**config.mk**
```make
export PLATFORM = sky130hd
export DESIGN_NAME = riscv_decode_stage
export DESIGN_NICKNAME = d
export VERILOG_FILES = /design/src/rtl/riscv_constants.sv /design/src/rtl/riscv_regfile.sv /design/src/rtl/riscv_decode_stage.sv
export SDC_FILE = /design/constraint.sdc
export NUM_CORES = 2
export LEC_CHECK = 0
export BUFFER_PORTS_ARGS = -buffer_cell sky130_fd_sc_hd__buf_2
export CORE_ASPECT_RATIO = 0.8
export CORE_UTILIZATION = 25
export CTS_BUF_LIST = sky130_fd_sc_hd__clkbuf_2
export CTS_CLUSTER_DIAMETER = 60
export CTS_CLUSTER_SIZE = 14
export DETAILED_ROUTE_END_ITERATION = 8
export SLEW_MARGIN = 20
export SYNTH_ARGS = -nofsm -noshare
export SYNTH_HDL_FRONTEND = slang
export SYNTH_HIERARCHICAL = 1
export SYNTH_SLANG_ARGS = --single-unit
```
**constraint.sdc**
```tcl
create_clock -name clk -period 5.9 [get_ports clk]
set_clock_uncertainty 0.2 [all_clocks]
set_input_delay 0.885 -clock clk [delete_from_list [all_inputs] [get_ports clk]]
set_output_delay 0.885 -clock clk [all_outputs]
set_load 0.05 [all_outputs]
```
**src/rtl/riscv_constants.sv**
```systemverilog
// Shared decode constants for the RV32I decode stage.
//   exec_fun_e : ALU operation handed to execute (ALU_ADD, ALU_X)
//   state_e    : decode-stage run state (RUN, HALT)
//   OPC_*/F3_*/F7_* : opcode and function-field encodings recognised by decode
//   imm_i/imm_b/imm_u : 32-bit immediate extraction from a raw instruction
package riscv_constants;

  typedef enum logic [0:0] {
    ALU_ADD = 1'b0,
    ALU_X   = 1'b1
  } exec_fun_e;

  typedef enum logic [0:0] {
    RUN  = 1'b0,
    HALT = 1'b1
  } state_e;

  localparam logic [6:0] OPC_OP     = 7'b0110011;
  localparam logic [6:0] OPC_OP_IMM = 7'b0010011;
  localparam logic [6:0] OPC_LUI    = 7'b0110111;
  localparam logic [6:0] OPC_BRANCH = 7'b1100011;

  localparam logic [2:0] F3_ADD  = 3'b000;
  localparam logic [2:0] F3_BEQ  = 3'b000;
  localparam logic [6:0] F7_ADD  = 7'b0000000;

  // I-type immediate, sign-extended to 32 bits.
  function automatic logic signed [31:0] imm_i(input logic [31:0] inst);
    return {{20{inst[31]}}, inst[31:20]};
  endfunction

  // B-type immediate, sign-extended to 32 bits; bit 0 is always zero.
  function automatic logic signed [31:0] imm_b(input logic [31:0] inst);
    return {{19{inst[31]}}, inst[31], inst[7], inst[30:25], inst[11:8], 1'b0};
  endfunction

  // U-type immediate: upper 20 bits, low 12 bits zero.
  function automatic logic signed [31:0] imm_u(input logic [31:0] inst);
    return {inst[31:12], 12'b0};
  endfunction

endpackage

```
**src/rtl/riscv_regfile.sv**
```systemverilog
// 32 x WORD_LENGTH integer register file with two read ports and one write port.
//   clk, rst_n           : clock, asynchronous active-low reset (clears all registers)
//   rs1_addr/rs1_data    : read port 1 (combinational)
//   rs2_addr/rs2_data    : read port 2 (combinational)
//   wb_en/wb_addr/wb_data: write port, committed on the rising edge
// x0 always reads zero and ignores writes. A read of the register being
// written in the same cycle returns the incoming write data.
module riscv_regfile #(
  parameter int WORD_LENGTH = 32
) (
  input  logic                   clk,
  input  logic                   rst_n,
  input  logic [4:0]             rs1_addr,
  input  logic [4:0]             rs2_addr,
  output logic [WORD_LENGTH-1:0] rs1_data,
  output logic [WORD_LENGTH-1:0] rs2_data,
  input  logic                   wb_en,
  input  logic [4:0]             wb_addr,
  input  logic [WORD_LENGTH-1:0] wb_data
);

  logic [WORD_LENGTH-1:0] regs_q [32];
  logic [WORD_LENGTH-1:0] regs_d [32];

  always_comb begin
    regs_d = regs_q;
    if (wb_en && (wb_addr != 5'd0)) begin
      regs_d[wb_addr] = wb_data;
    end
  end

  always_ff @(posedge clk or negedge rst_n) begin
    if (!rst_n) begin
      for (int i = 0; i < 32; i++) begin
        regs_q[i] <= '0;
      end
    end else begin
      regs_q <= regs_d;
    end
  end

  function automatic logic [WORD_LENGTH-1:0] read_port(input logic [4:0] addr);
    if (addr == 5'd0) begin
      return '0;
    end else if (wb_en && (wb_addr == addr)) begin
      return wb_data;
    end else begin
      return regs_q[addr];
    end
  endfunction

  assign rs1_data = read_port(rs1_addr);
  assign rs2_data = read_port(rs2_addr);

endmodule

```
**src/rtl/riscv_decode_stage.sv**
```systemverilog
// RV32I decode stage (ADD, ADDI, LUI, BEQ) with a one-entry output register.
//   if_valid/if_ready, if_pc, if_inst : instruction from fetch (valid/ready)
//   ex_valid/ex_ready                 : decoded bundle toward execute (valid/ready)
//   ex_pc, ex_data1, ex_data2, ex_imm : PC, ALU operands, branch offset
//   ex_exec_fun, ex_rd, ex_wb_en, ex_br : ALU op, destination, writeback enable, BEQ flag
//   flush                             : drop the held bundle (and any bundle loading now)
//   wb_en/wb_addr/wb_data             : register-file writeback port
//   halted                            : set once an illegal instruction has been accepted
module riscv_decode_stage
  import riscv_constants::*;
#(
  parameter int WORD_LENGTH = 32
) (
  input  logic                   clk,
  input  logic                   rst_n,
  input  logic                   if_valid,
  output logic                   if_ready,
  input  logic [WORD_LENGTH-1:0] if_pc,
  input  logic [WORD_LENGTH-1:0] if_inst,
  output logic                   ex_valid,
  input  logic                   ex_ready,
  output logic [WORD_LENGTH-1:0] ex_pc,
  output logic [WORD_LENGTH-1:0] ex_data1,
  output logic [WORD_LENGTH-1:0] ex_data2,
  output logic [WORD_LENGTH-1:0] ex_imm,
  output exec_fun_e              ex_exec_fun,
  output logic [4:0]             ex_rd,
  output logic                   ex_wb_en,
  output logic                   ex_br,
  input  logic                   flush,
  input  logic                   wb_en,
  input  logic [4:0]             wb_addr,
  input  logic [WORD_LENGTH-1:0] wb_data,
  output logic                   halted
);

  // Widen a 32-bit signed immediate to the datapath width by sign extension.
  function automatic logic [WORD_LENGTH-1:0] sext32(input logic signed [31:0] v);
    return WORD_LENGTH'(v);
  endfunction

  logic [31:0] inst;
  logic [6:0]  opcode;
  logic [2:0]  funct3;
  logic [6:0]  funct7;
  logic [4:0]  rs1, rs2, rd;

  assign inst   = if_inst[31:0];
  assign opcode = inst[6:0];
  assign funct3 = inst[14:12];
  assign funct7 = inst[31:25];
  assign rs1    = inst[19:15];
  assign rs2    = inst[24:20];
  assign rd     = inst[11:7];

  logic [WORD_LENGTH-1:0] rs1_data, rs2_data;

  riscv_regfile #(.WORD_LENGTH(WORD_LENGTH)) u_regfile (
    .clk      (clk),
    .rst_n    (rst_n),
    .rs1_addr (rs1),
    .rs2_addr (rs2),
    .rs1_data (rs1_data),
    .rs2_data (rs2_data),
    .wb_en    (wb_en),
    .wb_addr  (wb_addr),
    .wb_data  (wb_data)
  );

  // ---- Decode (combinational, from the presented instruction) ----
  exec_fun_e              dec_fun;
  logic [WORD_LENGTH-1:0] dec_data1, dec_data2, dec_imm;
  logic [4:0]             dec_rd;
  logic                   dec_wb_en, dec_br, dec_illegal;

  always_comb begin
    dec_fun     = ALU_X;
    dec_data1   = '0;
    dec_data2   = '0;
    dec_imm     = '0;
    dec_rd      = '0;
    dec_wb_en   = 1'b0;
    dec_br      = 1'b0;
    dec_illegal = 1'b1;
    unique case (opcode)
      OPC_OP: begin
        if ((funct3 == F3_ADD) && (funct7 == F7_ADD)) begin
          dec_fun     = ALU_ADD;
          dec_data1   = rs1_data;
          dec_data2   = rs2_data;
          dec_rd      = rd;
          dec_wb_en   = 1'b1;
          dec_illegal = 1'b0;
        end
      end
      OPC_OP_IMM: begin
        if (funct3 == F3_ADD) begin
          dec_fun     = ALU_ADD;
          dec_data1   = rs1_data;
          dec_data2   = sext32(imm_i(inst));
          dec_rd      = rd;
          dec_wb_en   = 1'b1;
          dec_illegal = 1'b0;
        end
      end
      OPC_LUI: begin
        dec_fun     = ALU_ADD;
        dec_data2   = sext32(imm_u(inst));
        dec_rd      = rd;
        dec_wb_en   = 1'b1;
        dec_illegal = 1'b0;
      end
      OPC_BRANCH: begin
        if (funct3 == F3_BEQ) begin
          // Execute compares the operands; the offset rides along in ex_imm.
          dec_fun     = ALU_ADD;
          dec_data1   = rs1_data;
          dec_data2   = rs2_data;
          dec_imm     = sext32(imm_b(inst));
          dec_br      = 1'b1;
          dec_illegal = 1'b0;
        end
      end
      default: ;
    endcase
  end

  // ---- Handshake and output register ----
  state_e                 state_q, state_d;
  logic                   halted_q;
  logic                   ex_valid_q, ex_valid_d;
  logic [WORD_LENGTH-1:0] ex_pc_q, ex_pc_d;
  logic [WORD_LENGTH-1:0] ex_data1_q, ex_data1_d;
  logic [WORD_LENGTH-1:0] ex_data2_q, ex_data2_d;
  logic [WORD_LENGTH-1:0] ex_imm_q, ex_imm_d;
  exec_fun_e              ex_fun_q, ex_fun_d;
  logic [4:0]             ex_rd_q, ex_rd_d;
  logic                   ex_wb_en_q, ex_wb_en_d;
  logic                   ex_br_q, ex_br_d;
  logic                   load;

  assign if_ready = (state_q == RUN) && (!ex_valid_q || ex_ready);
  assign load     = if_valid && if_ready;

  always_comb begin
    ex_pc_d    = ex_pc_q;
    ex_data1_d = ex_data1_q;
    ex_data2_d = ex_data2_q;
    ex_imm_d   = ex_imm_q;
    ex_fun_d   = ex_fun_q;
    ex_rd_d    = ex_rd_q;
    ex_wb_en_d = ex_wb_en_q;
    ex_br_d    = ex_br_q;
    if (load) begin
      ex_pc_d    = if_pc;
      ex_data1_d = dec_data1;
      ex_data2_d = dec_data2;
      ex_imm_d   = dec_imm;
      ex_fun_d   = dec_fun;
      ex_rd_d    = dec_rd;
      ex_wb_en_d = dec_wb_en;
      ex_br_d    = dec_br;
    end

    // Flush wins over a simultaneous load; the loaded fields are simply unused.
    ex_valid_d = ex_valid_q;
    if (flush) begin
      ex_valid_d = 1'b0;
    end else if (load) begin
      ex_valid_d = 1'b1;
    end else if (ex_ready) begin
      ex_valid_d = 1'b0;
    end

    // An illegal instruction that is flushed in the same cycle never halts.
    state_d = state_q;
    if (load && dec_illegal && !flush) begin
      state_d = HALT;
    end
  end

  always_ff @(posedge clk or negedge rst_n) begin
    if (!rst_n) begin
      ex_valid_q <= 1'b0;
      ex_pc_q    <= '0;
      ex_data1_q <= '0;
      ex_data2_q <= '0;
      ex_imm_q   <= '0;
      ex_fun_q   <= ALU_X;
      ex_rd_q    <= '0;
      ex_wb_en_q <= 1'b0;
      ex_br_q    <= 1'b0;
    end else begin
      ex_valid_q <= ex_valid_d;
      ex_pc_q    <= ex_pc_d;
      ex_data1_q <= ex_data1_d;
      ex_data2_q <= ex_data2_d;
      ex_imm_q   <= ex_imm_d;
      ex_fun_q   <= ex_fun_d;
      ex_rd_q    <= ex_rd_d;
      ex_wb_en_q <= ex_wb_en_d;
      ex_br_q    <= ex_br_d;
    end
  end

  // RUN/HALT state machine; HALT is left only through reset.
  always_ff @(posedge clk or negedge rst_n) begin
    if (!rst_n) begin
      state_q  <= RUN;
      halted_q <= 1'b0;
    end else begin
      state_q  <= state_d;
      halted_q <= (state_d == HALT);
    end
  end

  assign ex_valid    = ex_valid_q;
  assign ex_pc       = ex_pc_q;
  assign ex_data1    = ex_data1_q;
  assign ex_data2    = ex_data2_q;
  assign ex_imm      = ex_imm_q;
  assign ex_exec_fun = ex_fun_q;
  assign ex_rd       = ex_rd_q;
  assign ex_wb_en    = ex_wb_en_q;
  assign ex_br       = ex_br_q;
  assign halted      = halted_q;

endmodule

```
==> results.json <==
{
  "area_growth_pct": 11.27,
  "ys_async_sr_fraction": 1.000,
  "p_int_mw": 12.12,
  "grt_pass1_wl_mm": 321.6,
  "dp_cells": 7338,
  "fp-row-count": 160,
  "first_pass_iters": 6,
  "numClockSinks": 1142,
  "worst_path_max_delay_cell": "dfrtp_1",
  "drc": 0,
  "clk_path_buf_depth": 3,
  "yosys_warnings": 6,
  "synth-edff-count": 0,
  "power_frac_clock": 0.180,
  "crit_type": "flip-flop to output port",
  "p_leak_nw": 28.96,
  "routed-via-count": 42590,
  "postRouteAntennaNets": 0,
  "layout-drive-gt1-share": 0.4528,
  "switching_share": 0.3140,
  "synth_fp_nets": 4404,
  "grt_pass1_vias": 42250,
  "power_density_nw_per_um2": 263.7,
  "min_period_over_period": 0.6473,
  "slowest_delay_ps": 730,
  "grt_max_degree": 163,
  "wl_mm": 227.3,
  "maxCapViolations": 0,
  "num_io_pins": 246,
  "die-height_microns": 440.9,
  "start_kind": "flip-flop",
  "cts_inserted_buffers": 92,
  "io_buffer_count": 244,
  "worstHoldPathType": "input pin to flip-flop",
  "post-cts-setup-buffers": 0,
  "cts_tree": "built",
  "via_per_inst": 5.580,
  "ff2ff_path_depth": 5,
  "critical-path-top-delay-family": "flip-flops",
  "grt_usage": 0.1827,
  "rr_endpoint": "ex_data1[4]$_DFFE_PN0N_",
  "p_switching_mw": 5.546,
  "slew_violations": 0,
  "ys_types": 73,
  "post-dp-hpwl_mm": 140.7,
  "cts_root_buf": "clkbuf_2",
  "crit_buf_inv": 1,
  "tightest_slew_ps": 1202,
  "synth-seq-area-share": 0.4747,
  "core_area_sq_um": 238400,
  "clock_latency_ps": 1610,
  "cts_resized": 0,
  "ir_worst_vdd_mv": 0.1361,
  "fillers": 24060,
  "gp_congestion": 0.8746,
  "path_depth": 1,
  "fmax_ghz": 0.2618,
  "rsz0062_at_grt": "false",
  "worstSetupStartpoint": "ex_data1[5]$_DFFE_PN0N_",
  "netlist_instances": 4297,
  "fin_cells": 7632,
  "initial_core_util": 0.2525,
  "fin_nets": 4555,
  "power.share.sequential": 0.573,
  "antenna_found_initial": 33,
  "finalCriticalPeriod_ps": 3819,
  "relSlewSlack": 0.1969,
  "critPathMaxFanout": 2,
  "synthesis.area_sq_um": 60200,
  "cp-endpoint": "ex_data1[5]",
  "finalHoldViolCount": 0,
  "status": "finished clean",
  "wire_per_inst_microns": 29.79,
  "r2r-start": "ex_valid$_DFFE_PN0P_",
  "die_w_microns": 550.7,
  "cts_hold_buffers": 175,
  "arrival_ps": 2730,
  "crit_path_end_kind": "output port",
  "tns_ps": 0,
  "synth_seq_cells": 1142,
  "cp_cell_sequence": "buf_2",
  "die-area_sq_um": 242800,
  "grt-ovfl-total": 0,
  "cts.clk_slew.worst_paths_ps": 300,
  "synth-main-ff-cell": "dfrtp_1",
  "setup_violations": 0,
  "pwr-share-comb": 0.247,
  "crit_required_ps": 4820,
  "synth_area_per_cell_sq_um": 14.01,
  "rrSetupSlack_ps": 2280,
  "htree_num_levels": 3,
  "drt_iter0_drc": 5204
}
kinds of logic after synthesis:
group / count (synthesis) / share of synthesized area
other: 1 / 0.00006229
AO/OA/AOI/OAI: 599 / 0.07417
AND/OR/NAND/NOR: 326 / 0.02617
flip-flops: 1142 / 0.4747
XOR/XNOR: 10 / 0.001455
buffers and inverters: 534 / 0.04206
multiplexers: 1685 / 0.3814
metrics by stage:
| step | worst slack, ps | hold slack, ps | instance area (sq um) | power, mW | utilization |
|---|---|---|---|---|---|
| final | 2081 | 157.4 | 66990 | 17.67 | 0.2810 |
| after global routing | 1921 | 23.06 | 66980 | 18.44 | 0.2809 |
| after CTS | 2005 | 6.719 | 66970 | 17.63 | 0.2809 |
| after detailed placement | 1413 | 183.6 | 64610 | 14.44 | 0.2710 |
| after global placement | 1444 | 177.6 | 64540 | 14.25 | 0.2707 |
| after floorplan | 2391 | 241.3 | 60200 | 13.05 | - |
layout make-up:
cell class	instances	area [sq um]	area share
inverter	34	127.6	0.001905
antenna	7	17.52	0.0002615
clock inverter	9	73.82	0.001102
clock buffer	103	515.5	0.007695
multi-input combinational	2621	29390	0.4387
tap	3159	3953	0.05900
sequential	1142	28580	0.4266
timing repair buffer	557	4332	0.06466
flip-flops by register name, summed over array words and instances, names as in the netlist:
name              count
ex_data2             32
ex_imm               12
ex_br                 1
u_regfile/regs_q   1024
ex_exec_fun           1
ex_data1             32
ex_wb_en              1
ex_pc                32
ex_rd                 5
halted                1
ex_valid              1
synth_stat cells, drive strengths merged, types with 3 or more instances:
cell | number | share of area
o211ai | 4 | 0.00050
nor2 | 62 | 0.0039
o221a | 3 | 0.00056
a221oi | 4 | 0.00058
nand3b | 6 | 0.00075
nor2b | 13 | 0.0014
or3 | 5 | 0.00052
nand2 | 142 | 0.0089
a22oi | 115 | 0.014
or2 | 3 | 0.00031
o2111ai | 7 | 0.0010
a21o | 33 | 0.0041
mux2 | 1085 | 0.20
nand3 | 3 | 0.00025
a211o | 11 | 0.0016
dfrtp | 1141 | 0.47
buf | 233 | 0.023
clkbuf | 267 | 0.017
a32o | 33 | 0.0055
a21oi | 94 | 0.0078
nor3 | 31 | 0.0027
and2 | 5 | 0.00052
and3 | 3 | 0.00031
nand2b | 7 | 0.00073
nor3b | 7 | 0.00087
inv | 34 | 0.0021
o32ai | 20 | 0.0029
a211oi | 8 | 0.0010
mux2i | 222 | 0.037
o221ai | 39 | 0.0057
mux4 | 378 | 0.14
nand4 | 3 | 0.00031
nor4 | 22 | 0.0025
a31oi | 4 | 0.00042
a22o | 84 | 0.012
a221o | 4 | 0.00067
and3b | 5 | 0.00073
o21ai | 33 | 0.0028
o22ai | 66 | 0.0069
a2111oi | 32 | 0.0047
xnor2 | 10 | 0.0015
per-layer routing:
layer	GRT usage	part of all wire	vias to the layer above
met2	0.2726	0.44	2409
met3	0.04810	0.098	527
met4	0.06806	0.042	6
met1	0.2524	0.42	22950
li1	-	-	16700
met5	0	0.00018	-
worst register-to-register path, cell delays in order, from the launching register on:
cell and delay [ps]:
dfrtp_1 440, nand2b_1 240, nand4_1 700, nor2_4 1200, buf_4 480, a32o_1 240
power groups by stage:
stage	clock [mW]	sequential, mW	combinational (mW)
floorplan	0	9.91	3.14
global placement	0	10.1	4.12
detailed placement	0	10.2	4.21
CTS	3.23	10.1	4.32
global route	3.54	10.3	4.60
finish	3.17	10.1	4.36
placed cells by master, fill, tap and decap left out, types with 32 or more instances in the layout:
cell,instances
dfrtp_1,1141
mux2_2,1077
mux4_2,376
buf_2,236
mux2i_1,222
dlygate4sd3_1,174
nand2_1,126
buf_4,122
a22oi_1,114
clkbuf_2,103
a21oi_1,94
a22o_1,83
o22ai_1,66
nor2_1,41
o221ai_1,39
inv_1,34
a32o_1,33
a21o_1,32
a2111oi_0,32
how the worst min path moves through the flow:
| stage | slack (ps) | end | startpoint | cells after the start |
|---|---|---|---|---|
| 3_3_place_gp | 180 | u_regfile/regs_q[1017]$_DFFE_PN0P_ | u_regfile/regs_q[1017]$_DFFE_PN0P_ | 0 |
| 6_report | 160 | u_regfile/regs_q[605]$_DFFE_PN0P_ | wb_addr[1] | 4 |
| 4_1_cts | 7 | u_regfile/regs_q[927]$_DFFE_PN0P_ | wb_addr[3] | 4 |
| 2_1_floorplan | 240 | u_regfile/regs_q[1000]$_DFFE_PN0P_ | u_regfile/regs_q[1000]$_DFFE_PN0P_ | 1 |
| 3_5_place_dp | 180 | u_regfile/regs_q[1011]$_DFFE_PN0P_ | u_regfile/regs_q[1011]$_DFFE_PN0P_ | 0 |
| 5_1_grt | 20 | u_regfile/regs_q[926]$_DFFE_PN0P_ | wb_addr[3] | 4 |
Note: power is estimated with default switching activity, not from simulation.
